--- src/rtl/dmem_pkg.sv ---
// Shared types for the data-memory arbiter: size codes, FSM states, latched request.
// Also the request legality check, used on the latched request.
package dmem_pkg;

  localparam logic [1:0] SZ_B = 2'b00;
  localparam logic [1:0] SZ_H = 2'b01;
  localparam logic [1:0] SZ_W = 2'b10;

  typedef enum logic [1:0] {
    IDLE,
    ACCESS,
    WRITE,
    RESP
  } state_t;

  typedef struct packed {
    logic [31:0] addr;
    logic        we;
    logic [1:0]  size;
    logic        uns;
    logic [31:0] wdata;
    logic        owner;
  } req_t;

  // i_hi_nz: some address bit above the memory's byte range is set
  function automatic logic req_bad(input logic [31:0] i_addr, input logic [1:0] i_size,
                                   input logic i_hi_nz);
    logic w_bad;
    w_bad = i_hi_nz;
    case (i_size)
      SZ_H:    if (i_addr[0]) w_bad = 1'b1;
      SZ_W:    if (i_addr[1:0] != 2'b00) w_bad = 1'b1;
      SZ_B:    ;
      default: w_bad = 1'b1;
    endcase
    return w_bad;
  endfunction

endpackage

--- src/rtl/dmem_lane_fmt.sv ---
// Byte/half lane handling: load extract + sign/zero extend, and store merge into a read word.
// Purely combinational; no state, no handshake.
module dmem_lane_fmt
  import dmem_pkg::*;
(
  input  logic [31:0] i_rdata,
  input  logic [1:0]  i_off,
  input  logic [1:0]  i_size,
  input  logic        i_uns,
  input  logic [31:0] i_wdata,
  output logic [31:0] o_load,
  output logic [31:0] o_merged
);

  logic [7:0]  w_byte;
  logic [15:0] w_half;

  always_comb begin
    w_byte   = i_rdata[7:0];
    w_half   = i_off[1] ? i_rdata[31:16] : i_rdata[15:0];
    o_load   = i_rdata;
    o_merged = i_wdata;
    case (i_off)
      2'd1:    w_byte = i_rdata[15:8];
      2'd2:    w_byte = i_rdata[23:16];
      2'd3:    w_byte = i_rdata[31:24];
      default: w_byte = i_rdata[7:0];
    endcase
    case (i_size)
      SZ_B: begin
        o_load   = {{24{~i_uns & w_byte[7]}}, w_byte};
        o_merged = i_rdata;
        case (i_off)
          2'd1:    o_merged[15:8]  = i_wdata[7:0];
          2'd2:    o_merged[23:16] = i_wdata[7:0];
          2'd3:    o_merged[31:24] = i_wdata[7:0];
          default: o_merged[7:0]   = i_wdata[7:0];
        endcase
      end
      SZ_H: begin
        o_load   = {{16{~i_uns & w_half[15]}}, w_half};
        o_merged = i_rdata;
        if (i_off[1]) o_merged[31:16] = i_wdata[15:0];
        else          o_merged[15:0]  = i_wdata[15:0];
      end
      default: ;
    endcase
  end

endmodule

--- src/rtl/dmem_arbiter.sv ---
// Round-robin arbiter/sequencer sharing one word memory between core (p0) and loader (p1).
// Response 2 cycles after gnt (3 for sb/sh); requesters hold req until gnt, no gnt outside IDLE.
module dmem_arbiter
  import dmem_pkg::*;
#(
  parameter int AW = 8
) (
  input  logic          clk,
  input  logic          rst,
  input  logic          p0_req,
  input  logic [31:0]   p0_addr,
  input  logic          p0_we,
  input  logic [1:0]    p0_size,
  input  logic          p0_uns,
  input  logic [31:0]   p0_wdata,
  output logic          p0_gnt,
  output logic          p0_rsp_valid,
  output logic [31:0]   p0_rsp_rdata,
  output logic          p0_rsp_err,
  input  logic          p1_req,
  input  logic [31:0]   p1_addr,
  input  logic          p1_we,
  input  logic [1:0]    p1_size,
  input  logic          p1_uns,
  input  logic [31:0]   p1_wdata,
  output logic          p1_gnt,
  output logic          p1_rsp_valid,
  output logic [31:0]   p1_rsp_rdata,
  output logic          p1_rsp_err,
  output logic [AW-1:0] mem_addr,
  output logic          mem_we,
  output logic [31:0]   mem_wdata,
  input  logic [31:0]   mem_rdata
);

  state_t      r_state;
  state_t      w_state_nxt;
  req_t        r_req;
  req_t        w_win;
  logic        r_last;
  logic [31:0] r_data;
  logic        w_gnt0;
  logic        w_gnt1;
  logic        w_err;
  logic [31:0] w_load;
  logic [31:0] w_merged;
  logic [31:0] w_rsp_rdata;

  assign w_gnt0 = (r_state == IDLE) && p0_req && (!p1_req || r_last);
  assign w_gnt1 = (r_state == IDLE) && p1_req && !w_gnt0;

  always_comb begin
    if (w_gnt1) w_win = '{addr: p1_addr, we: p1_we, size: p1_size, uns: p1_uns,
                          wdata: p1_wdata, owner: 1'b1};
    else        w_win = '{addr: p0_addr, we: p0_we, size: p0_size, uns: p0_uns,
                          wdata: p0_wdata, owner: 1'b0};
  end

  assign w_err = req_bad(r_req.addr, r_req.size, (r_req.addr >> (AW + 2)) != 32'd0);

  dmem_lane_fmt u_lane_fmt (
    .i_rdata  (mem_rdata),
    .i_off    (r_req.addr[1:0]),
    .i_size   (r_req.size),
    .i_uns    (r_req.uns),
    .i_wdata  (r_req.wdata),
    .o_load   (w_load),
    .o_merged (w_merged)
  );

  always_ff @(posedge clk) begin
    if (rst) r_state <= IDLE;
    else     r_state <= w_state_nxt;
  end

  always_comb begin
    w_state_nxt  = r_state;
    p0_gnt       = 1'b0;
    p1_gnt       = 1'b0;
    p0_rsp_valid = 1'b0;
    p1_rsp_valid = 1'b0;
    p0_rsp_rdata = 32'd0;
    p1_rsp_rdata = 32'd0;
    p0_rsp_err   = 1'b0;
    p1_rsp_err   = 1'b0;
    mem_addr     = '0;
    mem_we       = 1'b0;
    mem_wdata    = 32'd0;
    w_rsp_rdata  = (r_req.we || w_err) ? 32'd0 : r_data;
    case (r_state)
      IDLE: begin
        p0_gnt = w_gnt0;
        p1_gnt = w_gnt1;
        if (w_gnt0 || w_gnt1) w_state_nxt = ACCESS;
      end
      ACCESS: begin
        mem_addr    = r_req.addr[AW+1:2];
        w_state_nxt = RESP;
        if (!w_err && r_req.we) begin
          if (r_req.size == SZ_W) begin
            mem_we    = 1'b1;
            mem_wdata = w_merged;
          end else begin
            w_state_nxt = WRITE;
          end
        end
      end
      WRITE: begin
        mem_addr    = r_req.addr[AW+1:2];
        mem_we      = 1'b1;
        mem_wdata   = r_data;
        w_state_nxt = RESP;
      end
      RESP: begin
        w_state_nxt = IDLE;
        if (r_req.owner) begin
          p1_rsp_valid = 1'b1;
          p1_rsp_rdata = w_rsp_rdata;
          p1_rsp_err   = w_err;
        end else begin
          p0_rsp_valid = 1'b1;
          p0_rsp_rdata = w_rsp_rdata;
          p0_rsp_err   = w_err;
        end
      end
      default: w_state_nxt = IDLE;
    endcase
    // An aborting reset must not commit the pending write or hand out anything.
    if (rst) begin
      p0_gnt       = 1'b0;
      p1_gnt       = 1'b0;
      p0_rsp_valid = 1'b0;
      p1_rsp_valid = 1'b0;
      p0_rsp_rdata = 32'd0;
      p1_rsp_rdata = 32'd0;
      p0_rsp_err   = 1'b0;
      p1_rsp_err   = 1'b0;
      mem_we       = 1'b0;
    end
  end

  always_ff @(posedge clk) begin
    if (rst) begin
      r_req  <= '0;
      r_last <= 1'b1;
      r_data <= 32'd0;
    end else begin
      if (w_gnt0 || w_gnt1) begin
        r_req  <= w_win;
        r_last <= w_gnt1;
      end
      // Holds the extended load result, or the merged word for the following WRITE.
      if (r_state == ACCESS) r_data <= r_req.we ? w_merged : w_load;
    end
  end

endmodule

--- config.mk ---
export PLATFORM = sky130hd
export DESIGN_NAME = dmem_arbiter
export DESIGN_NICKNAME = d
export VERILOG_FILES = /design/src/rtl/dmem_pkg.sv /design/src/rtl/dmem_lane_fmt.sv /design/src/rtl/dmem_arbiter.sv
export SDC_FILE = /design/constraint.sdc
export NUM_CORES = 1
export LEC_CHECK = 0
export ABC_AREA = 0
export CELL_PAD_IN_SITES_DETAIL_PLACEMENT = 0
export CELL_PAD_IN_SITES_GLOBAL_PLACEMENT = 1
export CORE_ASPECT_RATIO = 0.9
export CORE_MARGIN = 2
export CORE_UTILIZATION = 50
export CTS_BUF_LIST = sky130_fd_sc_hd__clkbuf_16
export CTS_CLUSTER_SIZE = 30
export DETAILED_ROUTE_END_ITERATION = 8
export DONT_BUFFER_PORTS = 1
export GPL_TIMING_DRIVEN = 0
export PLACE_DENSITY = 0.9
export SETUP_SLACK_MARGIN = 0.4
export SLEW_MARGIN = 40
export SYNTH_ARGS = -nofsm -noshare
export SYNTH_HDL_FRONTEND = slang
export SYNTH_SLANG_ARGS = --single-unit
--- constraint.sdc ---
create_clock -name clk -period 4.4 [get_ports clk]
set_clock_uncertainty 0.05 [all_clocks]
set_input_delay 1.1 -clock clk [delete_from_list [all_inputs] [get_ports clk]]
set_output_delay 1.1 -clock clk [all_outputs]
set_load 0.02 [all_outputs]
Word level (Yosys, flattened, before mapping)
Index checks and enable logic that the tools add are counted.
{"block": "op_classes", "bitwise": 3, "reduce_logical": 17, "n_mux": 50, "n_eq_ne": 9}
{"cell": "two-way mux 32 bit", "count": 10}
{"cell": "case mux 32 bit (2 select lines)", "count": 3}
{"cell": "two-way mux 69 bit", "count": 1}
{"cell": "two-way mux 16 bit", "count": 3}
{"cell": "two-way mux 8 bit", "count": 5}
{"cell": "nonzero test 32 bit", "count": 1}
{"cell": "case mux 8 bit (3 select lines)", "count": 1}
{"cell": "two-way mux 1 bit", "count": 23}
{"cell": "equality test 2 bit (second input constant)", "count": 5}
{"cell": "case mux 2 bit (4 select lines)", "count": 1}
{"cell": "equality test 2 x 1 -> 1 bit (second input constant)", "count": 3}
{"cell": "logical AND 1 bit", "count": 5}
{"cell": "logical NOT 2 bit", "count": 2}
{"cell": "logical NOT 1 bit", "count": 3}
{"cell": "logical OR 1 bit", "count": 3}
{"cell": "case mux 1 bit (3 select lines)", "count": 1}
{"cell": "OR reduction 3 bit", "count": 1}
{"cell": "bitwise AND 1 bit", "count": 2}
{"cell": "two-way mux 2 bit", "count": 1}
{"cell": "inequality test 2 x 1 -> 1 bit (second input constant)", "count": 1}
{"cell": "case mux 1 bit (2 select lines)", "count": 1}
{"cell": "nonzero test 2 bit", "count": 1}
{"cell": "OR reduction 2 bit", "count": 1}
{"cell": "inverter 1 bit", "count": 1}
{"block": "word_totals", "output_inout_bits": 111, "input_bits": 172, "regBits": 104, "wordCells": 88}

Longest topological paths before layout
{"block": "depth", "depth_word": 8, "depth_mapped": 9, "depth_no_buf": 6}

Modules after synthesis
From an unflattened synthesis, not the netlist that was laid out.
{"block": "hier_totals", "hier_cells": 905, "hier_area_um2": 7674.9}
{"module": "dmem_arbiter", "cells_per_inst": 669, "area_per_inst_um2": 6020.8, "seq_area_each_um2": 2082.0, "instances": 1}
{"module": "dmem_lane_fmt", "cells_per_inst": 236, "area_per_inst_um2": 1654.1, "seq_area_each_um2": 0.0, "instances": 1}

Worst setup path after synthesis
No wires, ideal clock.
{"block": "synth_path", "path_kind": "input -> output", "start": "input rst", "end": "output p0_rsp_rdata[11]", "path_buffers": 3, "slack_ns": 0.394, "required_time_ns": 3.250, "stages": 5, "arrival_ns": 2.856, "cell_sequence": "clkbuf_1 or3b_2 clkbuf_1 clkbuf_1 nor4b_1"}
{"block": "synth_via", "elab_chain_len": 1}
{"element": "start: declaration", "line_no": "dmem_arbiter.sv:9", "text": "input logic rst,"}
{"element": "two-way mux 32 bit", "line_no": "dmem_arbiter.sv:129", "text": "if (rst) begin"}
{"element": "end: declaration", "line_no": "dmem_arbiter.sv:18", "text": "output logic [31:0] p0_rsp_rdata,"}
No other way between the ends.

Worst setup path in the final report
{"block": "layout_path", "start": "input rst", "end": "output p1_rsp_rdata[14]"}
{"block": "layout_via", "elab_chain_len": 1}
{"element": "two-way mux 32 bit", "line_no": "dmem_arbiter.sv:129"}
{"element": "end: declaration", "line_no": "dmem_arbiter.sv:28", "text": "output logic [31:0] p1_rsp_rdata,"}
No other way between the ends.

==> impl_metrics.json <==
{
  "rows": 42,
  "synth-seq-cells": 104,
  "drtIter0Drc": 846,
  "postCtsSetupBuffers": 0,
  "viasPerCell": 7.069,
  "clock_latency_ps": 360,
  "powerDensity_nw_per_um2": 772.6,
  "clk_pin_slew_ps": 70,
  "synthAdderAreaFrac_pct": 1.488,
  "ant_nets": 0,
  "synth_edf_count": 0,
  "vdd_drop_max_v": 0.0005497,
  "min_period_ps": 4012,
  "ys_warn_count": 0,
  "area_growth_syn_to_layout_pct": 23.55,
  "clock.fmax_mhz": 249.2,
  "gp_congestion": 1.030,
  "synth_top_family_by_area": "compound AO/OA/AOI/OAI gates",
  "hold_buffers": 0,
  "mostFrequentLayoutCell": "dfxtp_1",
  "power.leakage_nw": 3.368,
  "r2r-start": "r_req[36]",
  "synth-xor-area-share_pct": 0,
  "dpl.cell_count": 1112,
  "drv_slew": 0,
  "synth_compound_area_share_pct": 27.29,
  "numCtsBuffers": 9,
  "path_max_fanout": 10,
  "fin_hold_ws_ps": 435.6,
  "hp-class": "reg -> reg",
  "fp.dieH_um": 120.7,
  "wl_per_cell_um": 27.81,
  "dr_total_vias": 7974,
  "avgSynthCellArea_sq_um": 8.278,
  "io_buffers": 0,
  "hpwl_um": 22770,
  "endpoint_kind": "primary output",
  "htree_levels": 3,
  "syn-num-nets": 1095,
  "worstSetupPathType": "in -> out",
  "rsz0062_at_grt": "true",
  "clock_path_buffers": 2,
  "regToRegSetupSlack_ps": 1560,
  "grt_max_degree": 19,
  "crit_start": "rst",
  "grt_pass1_vias": 7424,
  "final_cell_count_no_fill": 1128,
  "async_flop_share_pct": 0,
  "drive_gt1_share_pct": 19.78,
  "timing.final.crit_share_pct": 91.19,
  "synthMuxAreaShare_pct": 12.54,
  "die_x_um": 133.7,
  "pin_count": 283,
  "start_util_pct": 51.24,
  "grt_pass1_wl_um": 45840,
  "synth_simple_gate_area_share_pct": 24.82,
  "synthCells": 914,
  "grt_antenna_before_repair": 0,
  "outcome": "complete, no violations",
  "slew_headroom_pct": 43.02,
  "final_net_count": 1106,
  "worstPathRequired_ps": 3250,
  "startpoint_type": "primary input",
  "cts_tree": "yes",
  "die-area_sq_um": 16130,
  "antenna_cells": 0,
  "core_area_sq_um": 14770,
  "post-route-util_pct": 63.30,
  "finalHoldViolations": 0,
  "worstMarginPinSlew_ps": 854.7,
  "fin_ws_ps": 387.8,
  "overflow": 0,
  "track_usage_pct": 37.50,
  "timing.critical_path.to": "p1_rsp_rdata[14]",
  "pre_cts_ws_ps": 88.10,
  "final.setup.tns_ps": 0,
  "cts.sinks": 104,
  "arrival_ps": 2860,
  "final_cell_mix": "dfxtp_1, nor2_1, mux2i_1, nand2_1, a211oi_1",
  "firstDrtPassIters": 6,
  "syn_area_sq_um": 7566,
  "route.detailed.drc": 0,
  "yosysUniqueCellTypes": 58,
  "cts-root-buf": "clkbuf_16",
  "routed_wl_um": 31370,
  "setup_viol_count_final": 0,
  "synth_ff_type": "dfxtp_1",
  "r2r-end": "r_data[17]",
  "yosysSeqAreaShare_pct": 27.52,
  "rr_worst_depth": 5,
  "drv_cap": 0
}
stage by stage:
step / area [sq um] / total power [mW]
final: 9348 / 7.222
after global routing: 9348 / 7.559
after CTS: 9004 / 6.795
after detailed placement: 8134 / 5.536
after global placement: 7814 / 5.368
after floorplan: 7566 / 4.273
metal layers:
layer / vias to the layer above / GRT usage, % / share of wire [%]
li1: 3524 / - / -
met1: 3784 / 49.49 / 40
met2: 593 / 56.19 / 44
met3: 73 / 13.25 / 13
met4: 0 / 14.30 / 3.0
met5: - / 0 / 0
report_power, final:
part | switching, mW | internal [mW] | total, mW
sequential | 0.467 | 1.34 | 1.81
combinational | 3.06 | 1.45 | 4.51
clock | 0.403 | 0.506 | 0.909
total | 3.93 | 3.29 | 7.22
synthesized netlist by cell type (15+ instances only):
library cell | instances | area, sq um
o21ai_0 | 17 | 85.08
a22o_1 | 16 | 140.1
nor4b_1 | 48 | 420.4
a211oi_1 | 70 | 525.5
a32o_1 | 23 | 230.2
dfxtp_1 | 104 | 2082
a21boi_0 | 15 | 112.6
nand3_1 | 25 | 125.1
nor4b_2 | 16 | 240.2
a21oi_1 | 19 | 95.09
nor2_1 | 93 | 349.1
mux2i_1 | 79 | 790.8
nand2_1 | 72 | 270.3
buf_2 | 21 | 105.1
clkbuf_1 | 70 | 262.8
nor3b_1 | 15 | 112.6
o31ai_1 | 39 | 292.8
layout make-up:
type,count,area [sq um]
multi-input cells,696,6160
fillers,1256,5419
flip-flops and latches,104,2082
plain buffers,105,499.2
well taps,198,247.7
clock buffers,9,225.2
clock inverters,7,100.1
inverters,9,33.78
logic make-up (layout without fill, tap and decap cells):
family	count (synthesis)	count (layout)
mux	93	93
buf+inv	114	130
simple gates	323	323
fa+ha+maj	9	9
compound gates	271	271
flops	104	104
state kept, by name (all words and copies together) (netlist names):
signal / cells
r_state: 2
r_last: 1
r_data: 32
r_req: 69
worst max-delay path, cell delays in order:
cell and delay [ps]:
clkbuf_2 220, nand3b_1 450, clkbuf_2 430, nor4b_2 660
repair_timing:
item,4_1_cts,5_1_grt
resized for setup,81,69
setup endpoints to repair,70,91
pin swaps,1,3
worst min-delay path by stage:
stage	slack (ps)	end	cells after the start	from
after floorplan	390	r_req[0]	2	r_req[0]
after global placement	410	r_req[0]	2	r_req[0]
after detailed placement	420	r_req[0]	2	r_req[0]
after CTS	430	r_req[0]	2	r_req[0]
after global routing	470	r_req[43]	2	r_req[43]
final	440	r_req[0]	2	r_req[0]
Power figures use the tool's default switching activity.
